$ cat config.mk
export PLATFORM = sky130hd
export DESIGN_NAME = seq_alu
export DESIGN_NICKNAME = d
export VERILOG_FILES = /design/src/rtl/alu_pkg.sv /design/src/rtl/alu_core.sv /design/src/rtl/seq_alu.sv
export SDC_FILE = /design/constraint.sdc
export NUM_CORES = 1
export LEC_CHECK = 0
export CORE_ASPECT_RATIO = 1.75
export CORE_UTILIZATION = 45
export CTS_BUF_LIST = sky130_fd_sc_hd__clkbuf_4
export DETAILED_ROUTE_END_ITERATION = 12
export HOLD_SLACK_MARGIN = 0.12
export PLACE_DENSITY = 0.74
export SLEW_MARGIN = 25
export SYNTH_ARGS = -nofsm -noshare
export SYNTH_HDL_FRONTEND = slang
export SYNTH_SLANG_ARGS = --single-unit
$ cat constraint.sdc
create_clock -name clk -period 4.4 [get_ports clk]
set_input_delay 0.66 -clock clk [delete_from_list [all_inputs] [get_ports clk]]
set_output_delay 0.66 -clock clk [all_outputs]
set_load 0.02 [all_outputs]
$ cat src/rtl/alu_pkg.sv
// Shared opcode values, FSM state encoding and opcode helpers for seq_alu.
package alu_pkg;

    localparam logic [3:0] ADD_OP = 4'b0000;
    localparam logic [3:0] SUB_OP = 4'b0001;
    localparam logic [3:0] AND_OP = 4'b0010;
    localparam logic [3:0] OR_OP  = 4'b0011;
    localparam logic [3:0] XOR_OP = 4'b0100;
    localparam logic [3:0] NOT_OP = 4'b0101;
    localparam logic [3:0] SLA_OP = 4'b0110;
    localparam logic [3:0] SRA_OP = 4'b0111;
    localparam logic [3:0] SRL_OP = 4'b1000;
    localparam logic [3:0] MUL_OP = 4'b1001;

    typedef enum logic [1:0] {
        ST_IDLE = 2'b00,
        ST_EXEC = 2'b01,
        ST_DONE = 2'b10
    } state_e;

    function automatic logic is_shift(input logic [3:0] op);
        return (op == SLA_OP) || (op == SRA_OP) || (op == SRL_OP);
    endfunction

endpackage

$ cat src/rtl/alu_core.sv
// Combinational evaluation of the single-cycle ops (ADD..NOT) and their flags.
// Any other opcode yields res = 0, carry = 0 (reserved-opcode behaviour).
module alu_core
    import alu_pkg::*;
#(
    parameter int WIDTH = 32
) (
    input  logic [WIDTH-1:0] a_i,
    input  logic [WIDTH-1:0] b_i,
    input  logic [3:0]       op_i,
    output logic [WIDTH-1:0] res_o,
    output logic             zero_o,
    output logic             carry_o
);

    logic [WIDTH:0] sum;
    logic [WIDTH:0] diff;

    always_comb begin
        sum     = {1'b0, a_i} + {1'b0, b_i};
        // Two's complement subtract: carry out set means no borrow (A >= B).
        diff    = {1'b0, a_i} + {1'b0, ~b_i} + {{WIDTH{1'b0}}, 1'b1};
        res_o   = '0;
        carry_o = 1'b0;
        case (op_i)
            ADD_OP: {carry_o, res_o} = sum;
            SUB_OP: {carry_o, res_o} = diff;
            AND_OP: res_o = a_i & b_i;
            OR_OP:  res_o = a_i | b_i;
            XOR_OP: res_o = a_i ^ b_i;
            NOT_OP: res_o = ~a_i;
            default: begin
                res_o   = '0;
                carry_o = 1'b0;
            end
        endcase
        zero_o = (res_o == '0);
    end

endmodule

$ cat src/rtl/seq_alu.sv
// Multi-cycle ALU with valid/ready handshakes: single-cycle ops via alu_core,
// bit-serial shifts and radix-2 shift-add multiply in the EXEC state.
module seq_alu
    import alu_pkg::*;
#(
    parameter  int WIDTH = 32,
    localparam int SHW   = $clog2(WIDTH)
) (
    input  logic             clk,
    input  logic             rst_n,
    input  logic             in_valid,
    output logic             in_ready,
    input  logic [WIDTH-1:0] operandA,
    input  logic [WIDTH-1:0] operandB,
    input  logic [3:0]       aluOp,
    input  logic [SHW-1:0]   shiftAmount,
    output logic             out_valid,
    input  logic             out_ready,
    output logic [WIDTH-1:0] res,
    output logic             zeroFlag,
    output logic             carryFlag
);

    localparam logic [SHW:0] CNT_ONE  = (SHW+1)'(1);
    localparam logic [SHW:0] CNT_FULL = (SHW+1)'(WIDTH);

    state_e               state_q;
    logic [3:0]           op_q;
    logic [SHW:0]         cnt_q;
    logic [WIDTH-1:0]     work_q;
    logic [2*WIDTH-1:0]   acc_q;
    logic [WIDTH-1:0]     res_q;
    logic                 zero_q;
    logic                 carry_q;

    logic [WIDTH-1:0]     shift_d;
    logic                 shift_out;
    logic [WIDTH:0]       mul_sum;
    logic [2*WIDTH-1:0]   acc_d;

    logic [WIDTH-1:0]     core_res;
    logic                 core_zero;
    logic                 core_carry;

    alu_core #(.WIDTH(WIDTH)) u_core (
        .a_i     (operandA),
        .b_i     (operandB),
        .op_i    (aluOp),
        .res_o   (core_res),
        .zero_o  (core_zero),
        .carry_o (core_carry)
    );

    // One shift step and one multiply step per EXEC cycle.
    always_comb begin
        shift_d   = {1'b0, work_q[WIDTH-1:1]};
        shift_out = work_q[0];
        case (op_q)
            SLA_OP: begin
                shift_d   = {work_q[WIDTH-2:0], 1'b0};
                shift_out = work_q[WIDTH-1];
            end
            SRA_OP: shift_d = {work_q[WIDTH-1], work_q[WIDTH-1:1]};
            default: ;
        endcase
        // Multiplier sits in the low half of acc_q; multiplicand stays in work_q.
        mul_sum = {1'b0, acc_q[2*WIDTH-1:WIDTH]} + (acc_q[0] ? {1'b0, work_q} : '0);
        acc_d   = {mul_sum, acc_q[WIDTH-1:1]};
    end

    always_ff @(posedge clk or negedge rst_n) begin
        if (!rst_n) begin
            state_q <= ST_IDLE;
            op_q    <= '0;
            cnt_q   <= '0;
            work_q  <= '0;
            acc_q   <= '0;
            res_q   <= '0;
            zero_q  <= 1'b0;
            carry_q <= 1'b0;
        end else begin
            case (state_q)
                ST_IDLE: if (in_valid) begin
                    op_q   <= aluOp;
                    work_q <= operandA;
                    acc_q  <= {{WIDTH{1'b0}}, operandB};
                    if (aluOp == MUL_OP) begin
                        cnt_q   <= CNT_FULL;
                        state_q <= ST_EXEC;
                    end else if (is_shift(aluOp) && shiftAmount != '0) begin
                        cnt_q   <= {1'b0, shiftAmount};
                        state_q <= ST_EXEC;
                    end else if (is_shift(aluOp)) begin
                        res_q   <= operandA;
                        zero_q  <= (operandA == '0);
                        carry_q <= 1'b0;
                        state_q <= ST_DONE;
                    end else begin
                        res_q   <= core_res;
                        zero_q  <= core_zero;
                        carry_q <= core_carry;
                        state_q <= ST_DONE;
                    end
                end
                ST_EXEC: begin
                    cnt_q <= cnt_q - CNT_ONE;
                    acc_q <= acc_d;
                    if (op_q != MUL_OP) work_q <= shift_d;
                    if (cnt_q == CNT_ONE) begin
                        state_q <= ST_DONE;
                        if (op_q == MUL_OP) begin
                            res_q   <= acc_d[WIDTH-1:0];
                            zero_q  <= (acc_d[WIDTH-1:0] == '0);
                            carry_q <= |acc_d[2*WIDTH-1:WIDTH];
                        end else begin
                            res_q   <= shift_d;
                            zero_q  <= (shift_d == '0);
                            carry_q <= shift_out;
                        end
                    end
                end
                ST_DONE: if (out_ready) state_q <= ST_IDLE;
                default: state_q <= ST_IDLE;
            endcase
        end
    end

    assign in_ready  = (state_q == ST_IDLE);
    assign out_valid = (state_q == ST_DONE);
    assign res       = res_q;
    assign zeroFlag  = zero_q;
    assign carryFlag = carry_q;

endmodule

==> key figures <==
Yosys
  – Mapped Area: between 0.015 and 0.02 mm²
  – Synth top area cells: dfrtp_1 23%, ha_1 11%, a21oi_1 7.8%
  – Top-area cell type share of the netlist area: 0.231
  – Yosys Warn Count: 0
  – Synth cell types: between 80 and 90
  – Number of synthesized register bits: 142
  – Dominant synthesized flop cell: dfrtp_1
  – Share of flip-flops with an asynchronous set or reset: 1.00
  – Mapped Cells: 2087
  – Post-synth net total: between 2k and 2.5k
  – Yosys top cell by area: dfrtp_1
  – Count of flip-flops with a built-in enable after synthesis: 0
  – Post-Syn Area per Cell: 7.37 µm²
  – Register area share after synthesis: 0.231

Power and ir drop
  – Comb pwr share: 0.605
  – Worst VDD drop: 0.244 mV
  – Leakage Power: 0.00892 µW
  – Share of total power in the clock network: 0.103
  – Pint: 4600 µW
  – Sw Pwr: around 4500 µW
  – Register share of total power: 0.292
  – P per Cell Area: 460 mW/mm²
  – Sw Ratio: 0.494

Layout
  – Post-Layout Inst Area: 0.0198 mm²
  – # fillers: 3259
  – Layout Nets: between 2k and 3k
  – Share of layout cells above drive strength 1: 0.179
  – Area Growth Syn to Fin: 28.7%

Setup path
  – Worst Path Arrival: 4.87 ns
  – FF-to-FF setup slack: between 0.2 and 0.25 ns
  – Critical R2R Launch: acc_q[0]$_DFFE_PN0P_
  – Req. time, crit path: 4.91 ns
  – CP Class: input pin to flip-flop
  – CP Capture Type: flip-flop
  – R2r worst-path depth: 15
  – Crit Path Max Fanout: 6
  – Reg-to-Reg End: carryFlag$_DFFE_PN0P_
  – Startpoint types: input pin
  – CP Launch Point: operandA[2]
  – Worst Setup EP: zeroFlag$_DFFE_PN0P_

Timing
  – Final Hold Vio Count: 0
  – Relative slew slack: 0.348
  – RSZ-0062 raised after global routing: false
  – Period utilization: 0.990
  – Fin worst setup slack: approximately 0.044 ns
  – Final Critical Period: 4.36 ns
  – Worst slew pin tran: 0.977 ns
  – Clk_skew: around 0.025 ns
  – Final Max Slew Viols: 0
  – # setup viols final: 0
  – Highest Clock Rate: roughly 230 MHz

Die
  – Number of I/O pins: between 100 and 150
  – Initial core utilization: 0.457
  – Die Span X: 142 µm
  – # rows: 89
  – Die area: 0.0349 mm²
  – Height of the die: 247 µm
  – Core ar.: 0.0336 mm²

Clock tree
  – Clock latency on the worst-skew pair: 0.61 ns
  – Longest Clk Path Bufs: 2
  – Clock-pin slew on the worst setup and hold paths: approximately 0.14 ns
  – Root Buffer: clkbuf_4
  – Hold Buf Count CTS: 0
  – H-tree Lvls: 4
  – Clock sinks: 142
  – Total CTS buffers: 17
  – CTS tree: yes

Detailed routing
  – Vias per cell: 6.18
  – WL per Instance: about 22 µm
  – Antenna viol nets, final: 0
  – Number of DRC markers in iteration 0: between 1.5k and 2k
  – Vias: 18.0k
  – Drt pass-1 iters: 12
  – Post-detailed-routing wire length: ~65000 µm
  – Residual DRC count: 1

Outcome
  – Violations in the final reports: design-rule violations
  – Status: complete, but fails checks

Placement
  – HPWL after DPL: roughly 53000 µm
  – IO buf count: 112
  – GP Congestion: between 1 and 1.5
  – Worst slack at placement: -0.650 ns
  – Area post-placement: 0.0194 mm²

Global route
  – Number of global-route vias before repair: 17.8k
  – Largest net degree at the start of global routing: 101
  – Initial antenna violation count: 1
  – First-pass GRT wire length: 99800 µm
  – GRT Resource Usage Total: 0.376
  – Total grt overflow: 0

Min path
  – Type of the tightest min-delay check: input pin to async pin

Flow run
  – Max Cap Viol: 0
-- state kept, by name (all words and copies together), names as in the netlist --
signal and count:
acc_q 64, res 32, work_q 32, cnt_q 6, op_q 4, state_q 2
carryFlag 1, zeroFlag 1
-- power by group through the flow --
stage	logic, µW	registers (µW)	clock network, µW
2_1_floorplan	3300	2540	0
6_report	5510	2660	940
3_3_place_gp	5270	2630	0
4_1_cts	5410	2630	944
5_1_grt	5970	2730	997
3_5_place_dp	5380	2650	0
-- cell families after synthesis --
family	after synthesis	synth area share
buffers and inverters	254	0.0627
DFF	142	0.231
adders and majority gates	142	0.117
AOI/OAI and AO/OA	771	0.316
and+or+nand+nor	700	0.224
xor gates and xnor gates	30	0.0171
muxes	48	0.0318
-- metal layers --
layer  global-route usage  routed length (µm)
met4                0.272                5110
met2                0.649               31900
met1                0.426               24600
met3               0.0430                3850
met5                    0                   0
-- critical path, cell delays in order --
cell             delay, ns
clkdlybuf4s50_1       0.59
inv_1                 0.09
ha_1                  0.37
buf_4                 0.18
nand2b_1              0.09
o211ai_1              0.16
and2_1                0.19
or4b_2                0.62
or4b_2                0.22
o311a_1               0.27
nand3_1               0.11
nor4_1                0.32
nand4b_1              0.21
or4_1                 0.49
o41ai_2               0.30
-- metrics by stage --
| stage | total power [µW] | hold WS [ns] | setup TNS (ns) | util | cells |
|---|---|---|---|---|---|
| after CTS | 8980 | 0.152 | 0 | 0.588 | 2917 |
| after floorplan | 5840 | 0.364 | 0 | - | 2087 |
| final | 9110 | 0.111 | 0 | 0.589 | 2918 |
| after detailed placement | 8030 | 0.470 | -1.89 | 0.578 | 2885 |
| after global placement | 7900 | 0.466 | -1.53 | 0.578 | 2885 |
| after global routing | 9690 | 0.193 | 0 | 0.589 | 2918 |
-- final cells by class --
| cell class | count | area (µm²) | area share |
|---|---|---|---|
| clock inverters | 13 | 166 | 0.00841 |
| inverters | 118 | 443 | 0.0224 |
| flip-flops and latches | 142 | 3550 | 0.180 |
| repair buffers | 479 | 3960 | 0.200 |
| multi-input cells | 1691 | 11000 | 0.554 |
| clock buffers | 19 | 143 | 0.00721 |
| diodes | 1 | 2.50 | 0.000126 |
| well taps | 455 | 569 | 0.0288 |
-- cell usage after synthesis (12+ instances only) --
master	n
nor2_1	188
clkbuf_1	116
nor2b_1	50
a31oi_1	15
inv_1	118
o21bai_1	19
o211ai_1	30
o21ai_0	202
nor3_1	39
buf_1	13
o31ai_1	18
ha_1	139
and2_1	40
a22o_1	17
xnor2_1	19
nor4_1	44
a211oi_1	29
dfrtp_1	142
a22oi_1	35
o22ai_1	17
o221ai_1	12
nand3_1	35
mux2i_1	41
nand2b_1	16
a21o_1	21
a21oi_1	239
nand4_1	26
nand2_1	195
-- layout by cell type (no fill, tap or decap), types with 8 or more instances in the layout --
| master | instances |
|---|---|
| mux2i_1 | 41 |
| o31ai_1 | 18 |
| buf_4 | 361 |
| o21a_1 | 11 |
| nand2_1 | 195 |
| and3_1 | 8 |
| clkbuf_4 | 19 |
| nor4_1 | 43 |
| ha_1 | 139 |
| xor2_1 | 11 |
| nand4_1 | 26 |
| o221ai_1 | 12 |
| a22oi_1 | 35 |
| nor2b_1 | 48 |
| dfrtp_1 | 142 |
| nor3_1 | 39 |
| o22ai_1 | 17 |
| or3_1 | 8 |
| nand2b_1 | 15 |
| a21o_1 | 21 |
| nor2_1 | 188 |
| o21bai_1 | 18 |
| inv_1 | 118 |
| nand3_1 | 35 |
| a311oi_1 | 8 |
| o21ai_0 | 202 |
| a22o_1 | 17 |
| and2_1 | 40 |
| o211ai_1 | 30 |
| clkdlybuf4s50_1 | 110 |
| or4_1 | 8 |
| a211oi_1 | 28 |
| xnor2_1 | 19 |
| a21oi_1 | 239 |
| a31oi_1 | 15 |
-- repair_timing --
| action | 4_1_cts | 5_1_grt |
|---|---|---|
| pin swaps | 0 | 2 |
| setup endpoints to repair | 1 | 1 |
| setup buffers | 0 | 0 |
| resized for setup | 1 | 8 |
| cloned | 0 | 0 |
-- how the worst min path moves through the flow --
| stage | to | slack [ns] | cells after the start |
|---|---|---|---|
| CTS | carryFlag$_DFFE_PN0P_ | 0.15 | 1 |
| global placement | res[24]$_DFFE_PN0P_ | 0.47 | 2 |
| global route | carryFlag$_DFFE_PN0P_ | 0.19 | 1 |
| detailed placement | res[27]$_DFFE_PN0P_ | 0.47 | 1 |
| floorplan | acc_q[0]$_DFFE_PN0P_ | 0.36 | 0 |
| finish | carryFlag$_DFFE_PN0P_ | 0.11 | 1 |
(Power assumes the default switching activity.)
